[src/rtl/multicycle_controller_pkg.sv]
// multicycle_controller_pkg
//   Shared definitions for the multicycle MIPS control unit:
//   FSM state codes, instruction opcode/funct fields, ALU control codes,
//   the FSM-to-ALU-decoder operation codes and the datapath mux select codes.
package multicycle_controller_pkg;

  // FSM state codes; these values appear on the State debug port.
  typedef enum logic [3:0] {
    S_FETCH    = 4'd0,
    S_DECODE   = 4'd1,
    S_MEMADR   = 4'd2,
    S_MEMREAD  = 4'd3,
    S_MEMWB    = 4'd4,
    S_MEMWRITE = 4'd5,
    S_EXECUTE  = 4'd6,
    S_ALUWB    = 4'd7,
    S_BRANCH   = 4'd8,
    S_ADDIEX   = 4'd9,
    S_ADDIWB   = 4'd10,
    S_JUMP     = 4'd11,
    S_TRAP     = 4'd12
  } state_t;

  // Opcode field, Instr[31:26]
  localparam logic [5:0] OP_LW    = 6'b100011;
  localparam logic [5:0] OP_SW    = 6'b101011;
  localparam logic [5:0] OP_RTYPE = 6'b000000;
  localparam logic [5:0] OP_BEQ   = 6'b000100;
  localparam logic [5:0] OP_ADDI  = 6'b001000;
  localparam logic [5:0] OP_J     = 6'b000010;

  // Funct field, Instr[5:0], for the supported R-type operations
  localparam logic [5:0] FN_ADD = 6'b100000;
  localparam logic [5:0] FN_SUB = 6'b100010;
  localparam logic [5:0] FN_AND = 6'b100100;
  localparam logic [5:0] FN_OR  = 6'b100101;
  localparam logic [5:0] FN_SLT = 6'b101010;

  // ALUControl codes
  localparam logic [2:0] ALU_ADD = 3'b010;
  localparam logic [2:0] ALU_SUB = 3'b110;
  localparam logic [2:0] ALU_AND = 3'b000;
  localparam logic [2:0] ALU_OR  = 3'b001;
  localparam logic [2:0] ALU_SLT = 3'b111;

  // Operation requested by the FSM from the ALU decoder
  localparam logic [1:0] ALUOP_ADD   = 2'b00;
  localparam logic [1:0] ALUOP_SUB   = 2'b01;
  localparam logic [1:0] ALUOP_FUNCT = 2'b10;

  // ALUSrcB select codes
  localparam logic [1:0] SRCB_B       = 2'b00;
  localparam logic [1:0] SRCB_FOUR    = 2'b01;
  localparam logic [1:0] SRCB_IMM     = 2'b10;
  localparam logic [1:0] SRCB_IMM_SH2 = 2'b11;

  // PCSrc select codes
  localparam logic [1:0] PCSRC_ALU    = 2'b00;
  localparam logic [1:0] PCSRC_ALUOUT = 2'b01;
  localparam logic [1:0] PCSRC_JUMP   = 2'b10;

endpackage

[src/rtl/mc_alu_decode.sv]
// mc_alu_decode
//   Combinational ALU control decoder for the multicycle controller.
//   Ports:
//     ALUOp      in  2  operation requested by the FSM (add, sub, or use Funct)
//     Funct      in  6  Instr[5:0]
//     ALUControl out 3  ALU operation code
//     FunctLegal out 1  Funct is one of the supported R-type operations
module mc_alu_decode
  import multicycle_controller_pkg::*;
(
  input  logic [1:0] ALUOp,
  input  logic [5:0] Funct,
  output logic [2:0] ALUControl,
  output logic       FunctLegal
);

  logic [2:0] funct_control;

  // Map the R-type funct field onto an ALU operation and flag unsupported codes.
  always_comb begin
    funct_control = ALU_ADD;
    FunctLegal    = 1'b1;
    case (Funct)
      FN_ADD:  funct_control = ALU_ADD;
      FN_SUB:  funct_control = ALU_SUB;
      FN_AND:  funct_control = ALU_AND;
      FN_OR:   funct_control = ALU_OR;
      FN_SLT:  funct_control = ALU_SLT;
      default: FunctLegal    = 1'b0;
    endcase
  end

  // Select between the fixed add/sub operations and the funct-derived one.
  always_comb begin
    ALUControl = ALU_ADD;
    case (ALUOp)
      ALUOP_ADD:   ALUControl = ALU_ADD;
      ALUOP_SUB:   ALUControl = ALU_SUB;
      ALUOP_FUNCT: ALUControl = funct_control;
      default:     ALUControl = ALU_ADD;
    endcase
  end

endmodule

[src/rtl/multicycle_controller.sv]
// multicycle_controller
//   Control FSM sequencing the multicycle MIPS datapath with a
//   variable-latency unified memory (MemReady handshake).
//   Ports:
//     Clk, Reset         clock; asynchronous active-low reset (forces FETCH)
//     Opcode, Funct      instruction fields from the IR
//     Zero               ALU zero flag (qualifies PCEn in BRANCH)
//     MemReady           memory access completes this cycle
//     IorD..PCSrc        datapath mux selects and write enables
//     PCEn               gated PC load enable
//     InstrRetired       one-cycle pulse on instruction completion
//     Trap               illegal-instruction flag, held until reset
//     State              current state code, for debug
module multicycle_controller
  import multicycle_controller_pkg::*;
#(
  parameter int STATE_W = 4
) (
  input  logic               Clk,
  input  logic               Reset,
  input  logic [5:0]         Opcode,
  input  logic [5:0]         Funct,
  input  logic               Zero,
  input  logic               MemReady,
  output logic               IorD,
  output logic               MemWrite,
  output logic               IRWrite,
  output logic               RegDst,
  output logic               MemtoReg,
  output logic               RegWrite,
  output logic               ALUSrcA,
  output logic [1:0]         ALUSrcB,
  output logic [2:0]         ALUControl,
  output logic [1:0]         PCSrc,
  output logic               PCEn,
  output logic               InstrRetired,
  output logic               Trap,
  output logic [STATE_W-1:0] State
);

  state_t     state_q;
  state_t     state_d;

  logic [1:0] alu_op;
  logic       alu_used;
  logic [2:0] dec_alu_control;
  logic       funct_legal;

  // Enables before reset gating; they are forced low while Reset is asserted
  // because FETCH would otherwise pass MemReady straight through.
  logic       pc_write;
  logic       branch;
  logic       ir_write_raw;
  logic       mem_write_raw;
  logic       reg_write_raw;
  logic       retire_raw;
  logic       trap_raw;

  mc_alu_decode u_alu_decode (
    .ALUOp      (alu_op),
    .Funct      (Funct),
    .ALUControl (dec_alu_control),
    .FunctLegal (funct_legal)
  );

  // State register.
  always_ff @(posedge Clk or negedge Reset) begin
    if (!Reset) begin
      state_q <= S_FETCH;
    end else begin
      state_q <= state_d;
    end
  end

  // Next-state logic and Moore output decode; everything defaults to 0.
  always_comb begin
    state_d       = state_q;
    IorD          = 1'b0;
    RegDst        = 1'b0;
    MemtoReg      = 1'b0;
    ALUSrcA       = 1'b0;
    ALUSrcB       = SRCB_B;
    PCSrc         = PCSRC_ALU;
    alu_op        = ALUOP_ADD;
    alu_used      = 1'b0;
    pc_write      = 1'b0;
    branch        = 1'b0;
    ir_write_raw  = 1'b0;
    mem_write_raw = 1'b0;
    reg_write_raw = 1'b0;
    retire_raw    = 1'b0;
    trap_raw      = 1'b0;

    case (state_q)
      S_FETCH: begin
        ALUSrcB      = SRCB_FOUR;
        alu_used     = 1'b1;
        ir_write_raw = MemReady;
        pc_write     = MemReady;
        if (MemReady) state_d = S_DECODE;
      end
      S_DECODE: begin
        // Branch target is computed here and parked in ALUOut.
        ALUSrcB  = SRCB_IMM_SH2;
        alu_used = 1'b1;
        case (Opcode)
          OP_LW, OP_SW: state_d = S_MEMADR;
          OP_RTYPE:     state_d = funct_legal ? S_EXECUTE : S_TRAP;
          OP_BEQ:       state_d = S_BRANCH;
          OP_ADDI:      state_d = S_ADDIEX;
          OP_J:         state_d = S_JUMP;
          default:      state_d = S_TRAP;
        endcase
      end
      S_MEMADR: begin
        ALUSrcA  = 1'b1;
        ALUSrcB  = SRCB_IMM;
        alu_used = 1'b1;
        state_d  = (Opcode == OP_SW) ? S_MEMWRITE : S_MEMREAD;
      end
      S_MEMREAD: begin
        IorD = 1'b1;
        if (MemReady) state_d = S_MEMWB;
      end
      S_MEMWB: begin
        MemtoReg      = 1'b1;
        reg_write_raw = 1'b1;
        retire_raw    = 1'b1;
        state_d       = S_FETCH;
      end
      S_MEMWRITE: begin
        // The write request stays up until memory accepts it.
        IorD          = 1'b1;
        mem_write_raw = 1'b1;
        if (MemReady) begin
          retire_raw = 1'b1;
          state_d    = S_FETCH;
        end
      end
      S_EXECUTE: begin
        ALUSrcA  = 1'b1;
        alu_op   = ALUOP_FUNCT;
        alu_used = 1'b1;
        state_d  = S_ALUWB;
      end
      S_ALUWB: begin
        RegDst        = 1'b1;
        reg_write_raw = 1'b1;
        retire_raw    = 1'b1;
        state_d       = S_FETCH;
      end
      S_BRANCH: begin
        ALUSrcA    = 1'b1;
        alu_op     = ALUOP_SUB;
        alu_used   = 1'b1;
        PCSrc      = PCSRC_ALUOUT;
        branch     = 1'b1;
        retire_raw = 1'b1;
        state_d    = S_FETCH;
      end
      S_ADDIEX: begin
        ALUSrcA  = 1'b1;
        ALUSrcB  = SRCB_IMM;
        alu_used = 1'b1;
        state_d  = S_ADDIWB;
      end
      S_ADDIWB: begin
        reg_write_raw = 1'b1;
        retire_raw    = 1'b1;
        state_d       = S_FETCH;
      end
      S_JUMP: begin
        PCSrc      = PCSRC_JUMP;
        pc_write   = 1'b1;
        retire_raw = 1'b1;
        state_d    = S_FETCH;
      end
      S_TRAP: begin
        // Only reset leaves this state.
        trap_raw = 1'b1;
      end
      default: begin
        state_d = S_TRAP;
      end
    endcase
  end

  // States that do not use the ALU drive a zero ALUControl.
  assign ALUControl   = alu_used ? dec_alu_control : 3'b000;

  assign PCEn         = Reset & (pc_write | (branch & Zero));
  assign IRWrite      = Reset & ir_write_raw;
  assign MemWrite     = Reset & mem_write_raw;
  assign RegWrite     = Reset & reg_write_raw;
  assign InstrRetired = Reset & retire_raw;
  assign Trap         = Reset & trap_raw;
  assign State        = STATE_W'(state_q);

endmodule

[config.mk]
export PLATFORM = sky130hd
export DESIGN_NAME = multicycle_controller
export DESIGN_NICKNAME = d
export VERILOG_FILES = /design/src/rtl/multicycle_controller_pkg.sv /design/src/rtl/mc_alu_decode.sv /design/src/rtl/multicycle_controller.sv
export SDC_FILE = /design/constraint.sdc
export NUM_CORES = 1
export LEC_CHECK = 0
export BUFFER_PORTS_ARGS = -buffer_cell sky130_fd_sc_hd__clkbuf_2
export CORE_MARGIN = 2
export CORE_UTILIZATION = 45
export CTS_BUF_LIST = sky130_fd_sc_hd__clkbuf_8
export DETAILED_ROUTE_END_ITERATION = 6
export PLACE_DENSITY = 0.79
export RECOVER_POWER = 25
export SLEW_MARGIN = 20
export SYNTH_ARGS = -nofsm -noshare
export SYNTH_HDL_FRONTEND = slang
export SYNTH_HIERARCHICAL = 1
export SYNTH_SLANG_ARGS = --single-unit
[constraint.sdc]
create_clock -name Clk -period 2.95 [get_ports Clk]
set_input_delay 0.59 -clock Clk [delete_from_list [all_inputs] [get_ports Clk]]
set_output_delay 0.59 -clock Clk [all_outputs]
set_load 0.1 [all_outputs]
Yosys cells after proc, flatten, opt, wreduce, memory -nomap -nowiden --
Cells that the tools add are included. W data, S select, Z words.
Storage, ports and cells: flip-flop bits (word level) 4, latch bits 0, memories kept 0, memory bits (read-only) 0, bits in writable memories 0, output and inout port bits 21, bits of input ports 16
Cells by class: bitwise operators 9, eq/ne operators 27, reduce and logical (&&, ||, !) cells 11, order comparisons 0, muxes and demuxes 27, multipliers 0, divide/modulo/power cells 0, add/sub/neg operators 0, shifts and indexed selects 0
Operators with widths (number):
- $eq A6 B6 Y1 const B | 7
- $pmux W4 S9 | 1
- $eq A4 B4 Y1 const B | 5
- $pmux W4 S5 | 1
- $eq A4 B3 Y1 const B | 4
- $mux W4 | 4
- $mux W1 | 12
- $pmux W3 S4 | 1
- $reduce_or A5 Y1 | 2
- $eq A4 B2 Y1 const B | 2
- $pmux W2 S2 | 2
- $and A1 B1 Y1 | 7
- $eq A6 B2 Y1 const B | 1
- $eq A6 B3 Y1 const B | 1
- $eq A6 B4 Y1 const B | 1
- $logic_not A6 Y1 | 1
- $mux W3 | 2
- $ne A2 B2 Y1 const B | 3
- $pmux W2 S3 | 1
- $pmux W3 S2 | 1
- $reduce_or A2 Y1 | 3
- $reduce_or A6 Y1 | 1
- $eq A4 B1 Y1 const B | 1
- $logic_not A4 Y1 | 1
- other kinds (8) | 9

Longest topological paths before layout --
depth after elaboration 6, mapped depth 8

Hierarchy --
Netlist, hierarchy kept.
Modules (own cells, without submodules):
- multicycle_controller | area an instance 596.8 µm², cells an instance 83, instances 1
- mc_alu_decode | area an instance 167.7 µm², cells an instance 18, instances 1

Worst setup path after synthesis --
OpenSTA, ideal clock, no wires.
kind flip-flop to output port, start reg state_q[2] (netlist: State[2]), end out RegWrite, buffers on the path 1, setup slack -2.505 ns, stages on the path, launching flop included 6, arrival time 4.865 ns, cell sequence dfrtp_1 > clkbuf_8 > nand2b_1 > nor3_1 > a21oi_1 > nor2_1
On the way: word-level cells in the longest chain between the ends 4
Ends and longest elaborated chain:
- start, declared | line multicycle_controller.sv:41 | state_t state_q;
- start signal, assigned | line multicycle_controller.sv:71 | state_q <= state_d;
- $eq A4 B4 Y1 or $eq A4 B3 Y1 (tied branches) | line multicycle_controller.sv:94 | case (state_q)
- $reduce_or A3 Y1 (no line) *
- $mux W1 * | line multicycle_controller.sv:94
- $and A1 B1 Y1 * | line multicycle_controller.sv:194 | assign RegWrite = Reset & reg_write_raw;
- end, declared | line multicycle_controller.sv:30 | output logic RegWrite,
Mark *: on every way between the ends. The rest lies on a longest branch, timed or not.

Final worst setup path --
start reg state_q[2] (netlist: State[2]), end out ALUControl[0]
On the way: word-level cells in the longest chain between the ends 5
Ends and longest elaborated chain:
- $eq A4 B4 Y1 or $eq A4 B3 Y1 (tied branches) | line multicycle_controller.sv:94
- $pmux W2 S2 * | line multicycle_controller.sv:94
- net alu_op[0] | line multicycle_controller.sv:44 | logic [1:0] alu_op;
- $eq A2 B2 Y1 or $eq A2 B1 Y1 (tied branches) | line mc_alu_decode.sv:36 | case (ALUOp)
- $pmux W3 S2 * | line mc_alu_decode.sv:36
- net dec_alu_control[0] | line multicycle_controller.sv:46 | logic [2:0] dec_alu_control;
- $mux W3 * | line multicycle_controller.sv:189 | assign ALUControl = alu_used ? dec_alu_control : 3'b000;
- end, declared | line multicycle_controller.sv:33 | output logic [2:0] ALUControl,
The timed path passes the listed nets; every way through them passes the cells marked *.

==> flow_metrics.env <==
export IMPL_drt_iter0_markers=24
export IMPL_syn_nets=119
export IMPL_avgSynthCellArea_um2=7.57
export IMPL_holdCritPathClass="in -> async"
export IMPL_outcome="complete, no violations"
export IMPL_hold_viol=0
export IMPL_mostFrequentLayoutCells="30 x clkbuf_2, 11 x nor2_1, 7 x a21oi_1"
export IMPL_rows=14
export IMPL_clk_latency_ns=0.22
export IMPL_yosysSeqAreaShare_pct=13.1
export IMPL_die_x_um=45.2
export IMPL_die_h_um=45.2
export IMPL_postLayoutCoreUtil_pct=73.0
export IMPL_ff2ff_path_depth=4
export IMPL_drv_cap=0
export IMPL_synth_async_reset_ratio_pct=100
export IMPL_synth_cell_types=40
export IMPL_grt_pass1_wl_um=3320
export IMPL_ys_warn_count=6
export IMPL_setup_violations=0
export IMPL_antenna_diode_count=0
export IMPL_clock_sinks=4
export IMPL_slew_violations=0
export IMPL_layoutNonFillerInstCount=151
export IMPL_rsz0062_at_grt="false"
export IMPL_cts_htree_levels=1
export IMPL_ys_ff_latch=4
export IMPL_grt_use_total_pct=21.5
export IMPL_drc=0
export IMPL_final_area_um2=1120
export IMPL_antenna_found_initial=0
export IMPL_period_share_pct=95.5
export IMPL_dieArea_um2=2040
export IMPL_regArea_um2=110
export IMPL_ctsHoldBuffers=0
export IMPL_final_common_cell="clkbuf_2"
export IMPL_cts_resized=0
export IMPL_cts_clk_slew_worst_paths_ns=0.03
export IMPL_ys_flop_type="dfrtp_1"
export IMPL_dpl_cell_count=148
export IMPL_max_slew_margin_pct=63.5
export IMPL_drt_antenna_violating_nets=0
export IMPL_worstPathArrival_ns=2.23
export IMPL_coreArea_um2=1540
export IMPL_nNetsFinal=155
export IMPL_drive_above_1_share_pct=48.1
export IMPL_synth_cells=101
export IMPL_dr_pass1_iters=4
export IMPL_grt_max_degree=22
export IMPL_multiInputGateArea_um2=706
export IMPL_critPathKind="reg -> out"
export IMPL_cts_setup_buffers=0
export IMPL_clk_path_buf_depth=2
export IMPL_ios=37
export IMPL_cp_start_kind="register"
export IMPL_cts_root_buf="clkbuf_8"
export IMPL_synth_edf_count=0
export IMPL_path_max_fanout=21
export IMPL_end_kind="primary output"
export IMPL_cts_buffers=3
export IMPL_cts_tree="built"
export IMPL_finClkSkew_ns=0.000183
export IMPL_largest_reg_flops=4
export IMPL_gr_total_overflow=0
export IMPL_min_period_ns=2.82
export IMPL_wl_per_cell_um=13.2
export IMPL_worstMarginPinSlew_ns=0.550
export IMPL_filler_cell_count=126
export IMPL_io_buffer_count=36
export IMPL_hpwl_um=1560
export IMPL_grt_pass1_vias=796
export IMPL_netlist_area_um2=764
export IMPL_area_delta_synth_final_pct=47.1
export IMPL_start_util_pct=49.6
export IMPL_vias=897
export IMPL_wirelength_um=1990
export IMPL_max_freq_mhz=355
export IMPL_vias_per_cell=5.94
export IMPL_gp_congestion=0.757
export IMPL_worstPathRequired_ns=2.36
export IMPL_placed_area_um2=1090
critical path, stage by stage (launching register included):
cell and delay, ns:
dfrtp_4 0.57, nand2b_4 0.20, nor3_2 0.15, inv_1 0.10
ha_4 0.26, nand4bb_1 0.22, a21oi_1 0.15, nor2b_4 0.18
buf_12 0.18
routing by layer:
layer | GRT usage [%] | vias up | wire length, um
met5 | 0 | - | 0
met4 | 5.29 | 0 | 7
met3 | 2.80 | 2 | 126
met2 | 37.7 | 35 | 940
met1 | 27.5 | 406 | 912
li1 | - | 454 | -
cell usage after synthesis (2+ instances only):
library cell / count / area (um^2)
nand4bb_1: 3 / 33.8
and4_1: 2 / 17.5
clkbuf_1: 2 / 7.51
a21oi_1: 8 / 40.0
nand2b_1: 3 / 18.8
o21ai_0: 6 / 30.0
nor2b_1: 4 / 25.0
nand2_1: 2 / 7.51
nor4_1: 3 / 18.8
mux2i_1: 3 / 30.0
xnor2_1: 2 / 17.5
or2b_2: 2 / 17.5
inv_1: 5 / 18.8
clkbuf_8: 3 / 41.3
nor2_1: 12 / 45.0
dfrtp_1: 4 / 100
ha_1: 2 / 25.0
nor3_1: 12 / 60.1
nor3b_1: 2 / 15.0
logic make-up (layout without fill, tap and decap cells):
logic type / Yosys count / after routing / share of synthesized area (%)
buf+inv: 11 / 45 / 10.3
xor+xnor: 2 / 2 / 2.29
simple gates: 53 / 53 / 43.9
compound gates: 25 / 25 / 21.3
flops: 4 / 4 / 13.1
fa+ha+maj: 2 / 2 / 3.27
mux: 4 / 4 / 5.89
area by class of cell:
class	instances	share of cell area, %
flip-flops and latches	4	9.79
multi-input cells	86	62.7
inverters	5	1.67
clock buffers	3	3.67
repair buffers	37	20.4
well taps	16	1.78
path summary, 6_finish.rpt:
check,startpoint,endpoint,slack (ns)
setup / recovery,State[2],ALUControl[0],0.13
hold / removal,Reset,State[2],0.25
setup reg to reg,State[1],State[1],1.36
hold reg to reg,State[3],State[0],0.67
max in group asynchronous,Reset,State[1],2.42
min in group Clk,State[3],State[0],0.67
metrics by stage:
step | setup slack [ns] | setup TNS (ns) | hold WS [ns]
after floorplan | -0.147 | -0.147 | 0.294
after global placement | 0.428 | 0 | 0.422
after detailed placement | 0.339 | 0 | 0.425
after CTS | 0.118 | 0 | 0.204
after global routing | 0.00755 | 0 | 0.287
final | 0.132 | 0 | 0.250
Power is not shown: default switching activity piles up to over one toggle a cycle in this logic, so the estimate is an artifact.
